File: src/rtl/clock_pkg.sv
// Shared constants for the digital clock timekeeping core.
// State codes double as the set_sel value driven to the display stage.
package clock_pkg;

  localparam logic [1:0] RUN   = 2'd0;
  localparam logic [1:0] SET_H = 2'd1;
  localparam logic [1:0] SET_M = 2'd2;
  localparam logic [1:0] SET_S = 2'd3;

  localparam int SEC_MAX  = 59;
  localparam int MIN_MAX  = 59;
  localparam int HOUR_MAX = 23;

  // Mode key cycles RUN -> SET_H -> SET_M -> SET_S -> RUN.
  function automatic logic [1:0] next_state(input logic [1:0] s);
    return s + 2'd1;
  endfunction

endpackage

File: src/rtl/bcd_mod_counter.sv
// Two-digit BCD counter, modulo MOD, with synchronous inc/dec/clr.
// The carry output is combinational so a chained counter updates on the same edge.
module bcd_mod_counter
  import clock_pkg::*;
#(
  parameter int MOD = 60
) (
  input  logic       clk,
  input  logic       rst_n,
  input  logic       inc,
  input  logic       dec,
  input  logic       clr,
  output logic [3:0] tens,
  output logic [3:0] ones,
  output logic       carry
);

  localparam logic [3:0] MAX_T = 4'((MOD - 1) / 10);
  localparam logic [3:0] MAX_O = 4'((MOD - 1) % 10);

  logic [3:0] tens_q, tens_d;
  logic [3:0] ones_q, ones_d;
  logic       at_max, at_zero;

  always_comb begin
    at_max  = (tens_q == MAX_T) && (ones_q == MAX_O);
    at_zero = (tens_q == 4'd0) && (ones_q == 4'd0);
    tens_d  = tens_q;
    ones_d  = ones_q;
    carry   = 1'b0;
    if (clr) begin
      tens_d = 4'd0;
      ones_d = 4'd0;
    end else if (inc && !dec) begin
      if (at_max) begin
        tens_d = 4'd0;
        ones_d = 4'd0;
        carry  = 1'b1;
      end else if (ones_q == 4'd9) begin
        ones_d = 4'd0;
        tens_d = tens_q + 4'd1;
      end else begin
        ones_d = ones_q + 4'd1;
      end
    end else if (dec && !inc) begin
      // Wrapping down from zero lands on MOD-1, never on an illegal code.
      if (at_zero) begin
        tens_d = MAX_T;
        ones_d = MAX_O;
      end else if (ones_q == 4'd0) begin
        ones_d = 4'd9;
        tens_d = tens_q - 4'd1;
      end else begin
        ones_d = ones_q - 4'd1;
      end
    end
  end

  always_ff @(posedge clk or negedge rst_n) begin
    if (!rst_n) begin
      tens_q <= 4'd0;
      ones_q <= 4'd0;
    end else begin
      tens_q <= tens_d;
      ones_q <= ones_d;
    end
  end

  assign tens = tens_q;
  assign ones = ones_q;

endmodule

File: src/rtl/clock_time_core.sv
// Timekeeping and time-set core: BCD hh:mm:ss driven by a 1 Hz prescaler,
// with a mode FSM for editing each field and a blink enable for the display.
module clock_time_core
  import clock_pkg::*;
#(
  parameter int CNT_1S     = 50_000_000,
  parameter int BLINK_HALF = 12_500_000
) (
  input  logic       clk,
  input  logic       rst_n,
  input  logic       key_mode,
  input  logic       key_inc,
  input  logic       key_dec,
  output logic [3:0] hour_t,
  output logic [3:0] hour_o,
  output logic [3:0] min_t,
  output logic [3:0] min_o,
  output logic [3:0] sec_t,
  output logic [3:0] sec_o,
  output logic [1:0] set_sel,
  output logic       blink,
  output logic       sec_tick
);

  localparam int PW = (CNT_1S > 1) ? $clog2(CNT_1S) : 1;
  localparam int BW = (BLINK_HALF > 1) ? $clog2(BLINK_HALF) : 1;
  localparam logic [PW-1:0] PRESC_LAST = PW'(CNT_1S - 1);
  localparam logic [BW-1:0] BLINK_LAST = BW'(BLINK_HALF - 1);

  logic [1:0]    state_q, state_d;
  logic [PW-1:0] presc_q, presc_d;
  logic [BW-1:0] blink_cnt_q, blink_cnt_d;
  logic          blink_q, blink_d;
  logic          tick_q, tick_d;
  logic          run, edit_inc, edit_dec;

  logic sec_inc, sec_dec, min_inc, min_dec, hour_inc, hour_dec;
  logic sec_carry, min_carry, hour_carry_unused;

  // A mode press always wins: it drops inc/dec and restarts prescaler and blink.
  always_comb begin
    run      = (state_q == RUN);
    state_d  = key_mode ? next_state(state_q) : state_q;
    edit_inc = !run && !key_mode && key_inc;
    edit_dec = !run && !key_mode && key_dec;

    tick_d  = run && !key_mode && (presc_q == PRESC_LAST);
    presc_d = '0;
    if (run && !key_mode && !tick_d) begin
      presc_d = presc_q + 1'b1;
    end

    blink_cnt_d = '0;
    blink_d     = 1'b1;
    if (!run && !key_mode) begin
      if (blink_cnt_q == BLINK_LAST) begin
        blink_d = ~blink_q;
      end else begin
        blink_cnt_d = blink_cnt_q + 1'b1;
        blink_d     = blink_q;
      end
    end
  end

  // Carries ripple only while running; in set modes each field wraps on its own.
  assign sec_inc  = tick_d | (edit_inc && (state_q == SET_S));
  assign sec_dec  = edit_dec && (state_q == SET_S);
  assign min_inc  = (run && sec_carry) | (edit_inc && (state_q == SET_M));
  assign min_dec  = edit_dec && (state_q == SET_M);
  assign hour_inc = (run && min_carry) | (edit_inc && (state_q == SET_H));
  assign hour_dec = edit_dec && (state_q == SET_H);

  bcd_mod_counter #(.MOD(SEC_MAX + 1)) u_sec (
    .clk   (clk),
    .rst_n (rst_n),
    .inc   (sec_inc),
    .dec   (sec_dec),
    .clr   (1'b0),
    .tens  (sec_t),
    .ones  (sec_o),
    .carry (sec_carry)
  );

  bcd_mod_counter #(.MOD(MIN_MAX + 1)) u_min (
    .clk   (clk),
    .rst_n (rst_n),
    .inc   (min_inc),
    .dec   (min_dec),
    .clr   (1'b0),
    .tens  (min_t),
    .ones  (min_o),
    .carry (min_carry)
  );

  bcd_mod_counter #(.MOD(HOUR_MAX + 1)) u_hour (
    .clk   (clk),
    .rst_n (rst_n),
    .inc   (hour_inc),
    .dec   (hour_dec),
    .clr   (1'b0),
    .tens  (hour_t),
    .ones  (hour_o),
    .carry (hour_carry_unused)
  );

  always_ff @(posedge clk or negedge rst_n) begin
    if (!rst_n) begin
      state_q     <= RUN;
      presc_q     <= '0;
      blink_cnt_q <= '0;
      blink_q     <= 1'b1;
      tick_q      <= 1'b0;
    end else begin
      state_q     <= state_d;
      presc_q     <= presc_d;
      blink_cnt_q <= blink_cnt_d;
      blink_q     <= blink_d;
      tick_q      <= tick_d;
    end
  end

  assign set_sel  = state_q;
  assign blink    = blink_q;
  assign sec_tick = tick_q;

endmodule

File: config.mk
export PLATFORM = sky130hd
export DESIGN_NAME = clock_time_core
export DESIGN_NICKNAME = d
export VERILOG_FILES = /design/src/rtl/clock_pkg.sv /design/src/rtl/bcd_mod_counter.sv /design/src/rtl/clock_time_core.sv
export SDC_FILE = /design/constraint.sdc
export NUM_CORES = 1
export LEC_CHECK = 0
export ABC_AREA = 1
export BUFFER_PORTS_ARGS = -buffer_cell sky130_fd_sc_hd__buf_2
export CAP_MARGIN = 20
export CORE_UTILIZATION = 59
export CTS_CLUSTER_DIAMETER = 40
export DETAILED_ROUTE_END_ITERATION = 10
export PLACE_DENSITY = 0.78
export SYNTH_ARGS = -nofsm -noshare
export SYNTH_HDL_FRONTEND = slang
export SYNTH_HIERARCHICAL = 1
export SYNTH_SLANG_ARGS = --single-unit
File: constraint.sdc
create_clock -name clk -period 9.27 [get_ports clk]
set_input_delay 0 -clock clk [delete_from_list [all_inputs] [get_ports clk]]
set_output_delay 0 -clock clk [all_outputs]
set_load 0.03 [all_outputs]
* Word level (Yosys, flattened, before mapping)
Cells that the tools add are included.
** Word-level totals
- Register bits after elaboration :: 78
- Bits in latches :: 0
- RAM bits :: 0
- ROM bits :: 0
- Input bits :: 5
- Memories kept :: 0
** Cells by class
- Add/subtract/negate cells :: 15
- Multiply operators :: 0
- Divide/modulo/power cells :: 0
- $lt $le $gt $ge :: 0
- Eq/ne operators :: 16
- Shifts and indexed selects :: 0
- Multiplexer cells :: 45
- Bitwise logic cells :: 4
- Reductions and logical operators :: 51
** Operator list (count)
- 4-bit two-way mux :: 36
- 24-bit two-way mux :: 2
- 26-bit by 1-bit adder with 26-bit output (second input constant) :: 1
- 26-bit equality test (second input constant) :: 1
- 1-bit logical AND :: 26
- 26-bit two-way mux :: 1
- 24-bit by 1-bit adder with 24-bit output (second input constant) :: 1
- 4-bit by 1-bit adder with 4-bit output (second input constant) :: 6
- 24-bit equality test (second input constant) :: 1
- 4-bit logical NOT :: 6
- 4-bit by 1-bit subtractor with 4-bit output (second input constant) :: 6
- 4-bit equality test (second input constant) :: 3
- 1-bit logical NOT :: 9
- 3-bit AND reduction :: 3
- 3-bit nonzero test :: 3
- 4-bit by 2-bit equality test with 1-bit output (second input constant) :: 2
- 4-bit by 3-bit equality test with 1-bit output (second input constant) :: 2
- 1-bit two-way mux :: 6
- 3-bit by 1-bit inequality test with 1-bit output (second input constant) :: 2
- 2-bit nonzero test :: 3
- 2-bit equality test (second input constant) :: 2
- 3-bit by 2-bit inequality test with 1-bit output (second input constant) :: 1
- 1-bit OR :: 3
- 2-bit by 1-bit adder with 2-bit output (second input constant) :: 1
- other kinds (4) :: 4

* Logic depth before layout (Yosys ltp)
- Depth after elaboration :: 18
- Depth in mapped cells :: 35
- Depth with buffers taken out :: 32

* Modules after synthesis
The synthesis kept the hierarchy.
** By module, submodules not included
- clock_time_core :: instances 1, cells an instance 451, area each 3140.5 um^2, seq. area each 1352.5 um^2
- bcd_mod_counter (u_min ...) :: instances 2, cells an instance 111, area each 750.7 um^2, seq. area each 200.2 um^2
- bcd_mod_counter (u_hour) :: instances 1, cells an instance 130, area each 830.8 um^2, seq. area each 200.2 um^2

* Worst setup path after synthesis
OpenSTA, ideal clock, no wires.
- Path kind :: flip-flop to flip-flop
- Start :: register state_q[0] (netlist: set_sel[0])
- End :: register u_hour.tens_q[0] (netlist: u_hour/tens[0])
- Arrival :: 3.692 ns
- Required time :: 9.153 ns
- Setup slack :: 5.461 ns
- Stages on the path, launching flop included :: 33
- Path buffers :: 3
- Path through :: dfrtp_1 > inv_1 > ha_1 > nor2_1 > nand2_1 > o22ai_1 > ha_1 > buf_4 > nand2_1 > nor2_1 > nand2_1 > nor2_1 > nand2_1 > o21ai_0 > ha_1 > buf_4 > nand2_1 > nor2_1 > nand2_1 > nor2_1 > nand2_1 > o21ai_0 > ha_1 > buf_4 > nand2_4 > inv_1 > nand2_1 > nor2_2 > nor2_4 > nand2_1 > nor2_1 > nand2_1 > nand2_1
** Between the ends
- Longest elaborated chain between the ends :: 18
- Elaborated cells on any way between the ends :: 36
** RTL lines
- start, declared :: line clock_time_core.sv:30 : logic [1:0] state_q, state_d;
- start signal, assigned :: line clock_time_core.sv:114 : state_q <= state_d;
- 2-bit logical NOT :: line clock_time_core.sv:42 : run = (state_q == RUN);
- 1-bit logical NOT :: line clock_time_core.sv:44 : edit_inc = !run && !key_mode && key_inc;
- 1-bit logical AND (2 in series) :: line clock_time_core.sv:44
- 1-bit logical AND :: line clock_time_core.sv:66 : assign sec_inc = tick_d | (edit_inc && (state_q == SET_S));
- 1-bit OR (*) :: line clock_time_core.sv:66
- net sec_inc :: line clock_time_core.sv:37 : logic sec_inc, sec_dec, min_inc, min_dec, hour_inc, hour_dec;
- 1-bit logical AND (*) :: line bcd_mod_counter.sv:34 : end else if (inc && !dec) begin
- 1-bit two-way mux (*) :: line bcd_mod_counter.sv:34
- net sec_carry :: line clock_time_core.sv:38 : logic sec_carry, min_carry, hour_carry_unused;
- [... 2 more ...]
- net min_inc :: line clock_time_core.sv:37
- [... 2 more ...]
- net min_carry :: line clock_time_core.sv:38
- 1-bit logical AND (*) :: line clock_time_core.sv:70 : assign hour_inc = (run && min_carry) | (edit_inc && (state_q == SET_H));
- 1-bit OR (*) :: line clock_time_core.sv:70
- net hour_inc :: line clock_time_core.sv:37
- 1-bit logical NOT :: line bcd_mod_counter.sv:45 : end else if (dec && !inc) begin
- 1-bit logical AND :: line bcd_mod_counter.sv:45
- 2-bit nonzero test (no line)
- 3-bit AND reduction (no line)
- end signal, assigned :: line bcd_mod_counter.sv:64 : tens_q <= tens_d;
- end, declared :: line bcd_mod_counter.sv:21 : logic [3:0] tens_q, tens_d;
Mark *: on every way through the listed nets, which the timed path passes. The rest lies on a longest branch.
A chain may end at the register's enable or synchronous reset.

* Worst setup path after layout
- Start :: register presc_q[0]
- End :: register u_hour.tens_q[2] (netlist: u_hour/tens[2])
** Between the ends
- Longest elaborated chain between the ends :: 15
- Elaborated cells on any way between the ends :: 19
** RTL lines
- start, declared :: line clock_time_core.sv:31 : logic [PW-1:0] presc_q, presc_d;
- start signal, assigned :: line clock_time_core.sv:115 : presc_q <= presc_d;
- 26-bit equality test (*) :: line clock_time_core.sv:47 : tick_d = run && !key_mode && (presc_q == PRESC_LAST);
- 1-bit logical AND (*) :: line clock_time_core.sv:47
- 1-bit OR (*) :: line clock_time_core.sv:66
- net sec_inc :: line clock_time_core.sv:37
- 1-bit logical AND (*) :: line bcd_mod_counter.sv:34
- 1-bit two-way mux (*) :: line bcd_mod_counter.sv:34
- net sec_carry :: line clock_time_core.sv:38
- 1-bit logical AND (*) :: line clock_time_core.sv:68 : assign min_inc = (run && sec_carry) | (edit_inc && (state_q == SET_M));
- [... 1 more ...]
- net min_inc :: line clock_time_core.sv:37
- [... 2 more ...]
- net min_carry :: line clock_time_core.sv:38
- 1-bit logical AND (*) :: line clock_time_core.sv:70
- 1-bit OR (*) :: line clock_time_core.sv:70
- net hour_inc :: line clock_time_core.sv:37
- 1-bit logical NOT :: line bcd_mod_counter.sv:45
- 1-bit logical AND :: line bcd_mod_counter.sv:45
- 2-bit nonzero test (no line)
- 3-bit AND reduction (no line)
Marks and branches as above.

==> impl_metrics.env <==
export IMPL_cpPeakStageDelay_ns=0.47
export IMPL_overflow=0
export IMPL_violations="design-rule violations"
export IMPL_p_per_area_nw_per_um2=185
export IMPL_grt_max_degree=79
export IMPL_fp_dieW_um=98.3
export IMPL_p_int_mw=0.626
export IMPL_num_vias=5020
export IMPL_routed_top_layer="met4"
export IMPL_first_global_vias=4770
export IMPL_skew_ns=0.0141
export IMPL_multi_input_area_um2=3130
export IMPL_cts_root_buf="clkbuf_8"
export IMPL_initialDrtViolationCount=220
export IMPL_setup_viol=0
export IMPL_via_per_inst=5.21
export IMPL_hp_class="input pin to asynchronous set/reset pin"
export IMPL_p_seq_share_pct=38.9
export IMPL_cts_tree="done"
export IMPL_rows=34
export IMPL_cellLeakagePower_nw=2.83
export IMPL_final_common_cell="nand2_1"
export IMPL_wl_met3_um=601
export IMPL_crit_start="presc_q[0]"
export IMPL_p_switching_mw=0.475
export IMPL_peakVddDrop_mv=0.114
export IMPL_seqCellArea_um2=1950
export IMPL_finalNetCount=885
export IMPL_swShare_pct=43.1
export IMPL_clock_latency_ns=0.35
export IMPL_grt_use_total_pct=25.8
export IMPL_portBuffers=32
export IMPL_pwr_share_clk_pct=20.3
export IMPL_nFillCells=781
export IMPL_arrival_ns=5.00
export IMPL_ant_nets=0
export IMPL_clockBufferDepth=2
export IMPL_comb_power_share_pct=40.8
export IMPL_fin_util_pct=67.1
export IMPL_cp_max_fo=11
export IMPL_fp_dieH_um=98.3
export IMPL_max_slew_margin_rel_pct=34.7
export IMPL_clk_pin_slew_ns=0.08
export IMPL_syn_avg_cell_area_um2=6.82
export IMPL_die_area_um2=9660
export IMPL_tightest_slew_ns=0.980
export IMPL_antenna_found_initial=0
export IMPL_cts_sinks=78
export IMPL_max_freq_mhz=212
export IMPL_htree_levels=3
export IMPL_period_needed_ns=4.71
export IMPL_r2r_end="u_hour/tens[2]"
export IMPL_finalHoldViolations=0
export IMPL_drt_met1_wl_mm=5.61
export IMPL_drv_slew=0
export IMPL_drtPass1Iterations=10
export IMPL_syn_cell_area_um2=5470
export IMPL_synthCells=802
export IMPL_cp_end_kind="flop"
export IMPL_mostFrequentLayoutCells="nand2_1 (241), nor2_1 (165), inv_1 (92)"
export IMPL_numCtsBuffers=9
export IMPL_diodes=0
export IMPL_timing_rr_start="presc_q[0]"
export IMPL_crit_top_cell="nand2_1"
export IMPL_gp_congestion=0.992
export IMPL_start_kind="flop"
export IMPL_grt_pass1_wl_mm=20.5
export IMPL_ios=33
export IMPL_wl_per_cell_um=12.1
export IMPL_dr_wl_met2_mm=5.22
export IMPL_worst_r2r_setup_slack_ns=4.56
export IMPL_rsz0062_at_grt="false"
export IMPL_area_growth_syn_to_layout_pct=8.56
export IMPL_critPathSlowestCell="ha_1"
export IMPL_drt_total_wl_mm=11.6
export IMPL_core_um2=8850
export IMPL_required_ns=9.56
export IMPL_start_util_pct=61.8
export IMPL_period_share_pct=50.8
export IMPL_critPathKind="flop to flop"
export IMPL_finalSetupTns_ns=0
export IMPL_drc=2
export IMPL_worst_r2r_cell_count=28
export IMPL_dpl_hpwl_mm=8.90
export IMPL_final_layout_size_suffix_gt1_share_pct=10.3
export IMPL_drv_cap=0
export IMPL_outcome="finished with violations"
export IMPL_yosys_warnings=6
-- final cells by class --
type / count / share of cell area (%)
Multi-Input combinational cell: 629 / 52.7
Sequential cell: 78 / 32.9
Inverter: 99 / 6.26
Timing Repair Buffer: 34 / 3.08
Clock buffer: 12 / 2.44
Tap cell: 108 / 2.28
Clock inverter: 4 / 0.379
-- flip-flops by register name (all words and copies together) (netlist names) --
register and count:
blink 1, u_sec/ones 4, u_hour/ones 4, presc_q 26
sec_tick 1, blink_cnt_q 24, u_sec/tens 4, u_min/tens 4
u_min/ones 4, u_hour/tens 4, set_sel 2
-- power groups by stage --
stage               Combinational (mW)  Clock (mW)  Sequential, mW
floorplan                        0.300           0           0.472
global placement                 0.432           0           0.432
detailed placement               0.444           0           0.434
CTS                              0.447       0.229           0.428
global route                     0.504       0.245           0.436
finish                           0.449       0.224           0.428
-- stage by stage --
stage / instances / hold slack (ns) / instance area, um^2 / power, mW / setup WS (ns)
after floorplan: 815 / -0.296 / 5520 / 0.772 / 5.46
after global placement: 946 / 0.208 / 5750 / 0.863 / 4.79
after detailed placement: 946 / 0.218 / 5750 / 0.878 / 4.57
after CTS: 964 / 0.349 / 5940 / 1.10 / 4.58
after global routing: 964 / 0.418 / 5940 / 1.19 / 3.96
final: 964 / 0.345 / 5940 / 1.10 / 4.56
-- worst max path at each step --
stage                     endpoint  slack [ns]  cells after the start
finish              u_hour/tens[2]        4.56                     28
CTS                 u_hour/tens[0]        4.58                     31
detailed placement  u_hour/tens[0]        4.57                     31
global route        u_hour/tens[0]        3.96                     31
global placement    u_hour/tens[0]        4.79                     31
floorplan           u_hour/tens[0]        5.46                     32
-- worst max-delay path: cells and delay by family, from the launching register on --
family	cells	cell delay, ns
AOI/OAI and AO/OA	4	0.46
and+or+nand+nor	20	2.15
DFF	1	0.42
adders and majority gates	4	1.60
-- metal layers --
metal | vias up | global-route usage (%)
met2 | 139 | 41.3
met3 | 22 | 4.29
met1 | 2306 | 35.1
met5 | - | 0
li1 | 2553 | -
met4 | 0 | 10.2
-- timing repair --
| item | 4_1_cts | 5_1_grt |
|---|---|---|
| endpoints found under the hold margin | 79 | 0 |
| buffers inserted | 0 | 0 |
| resized for setup | 0 | 0 |
| hold buffers | 2 | 0 |
Power figures use the tool's default switching activity.
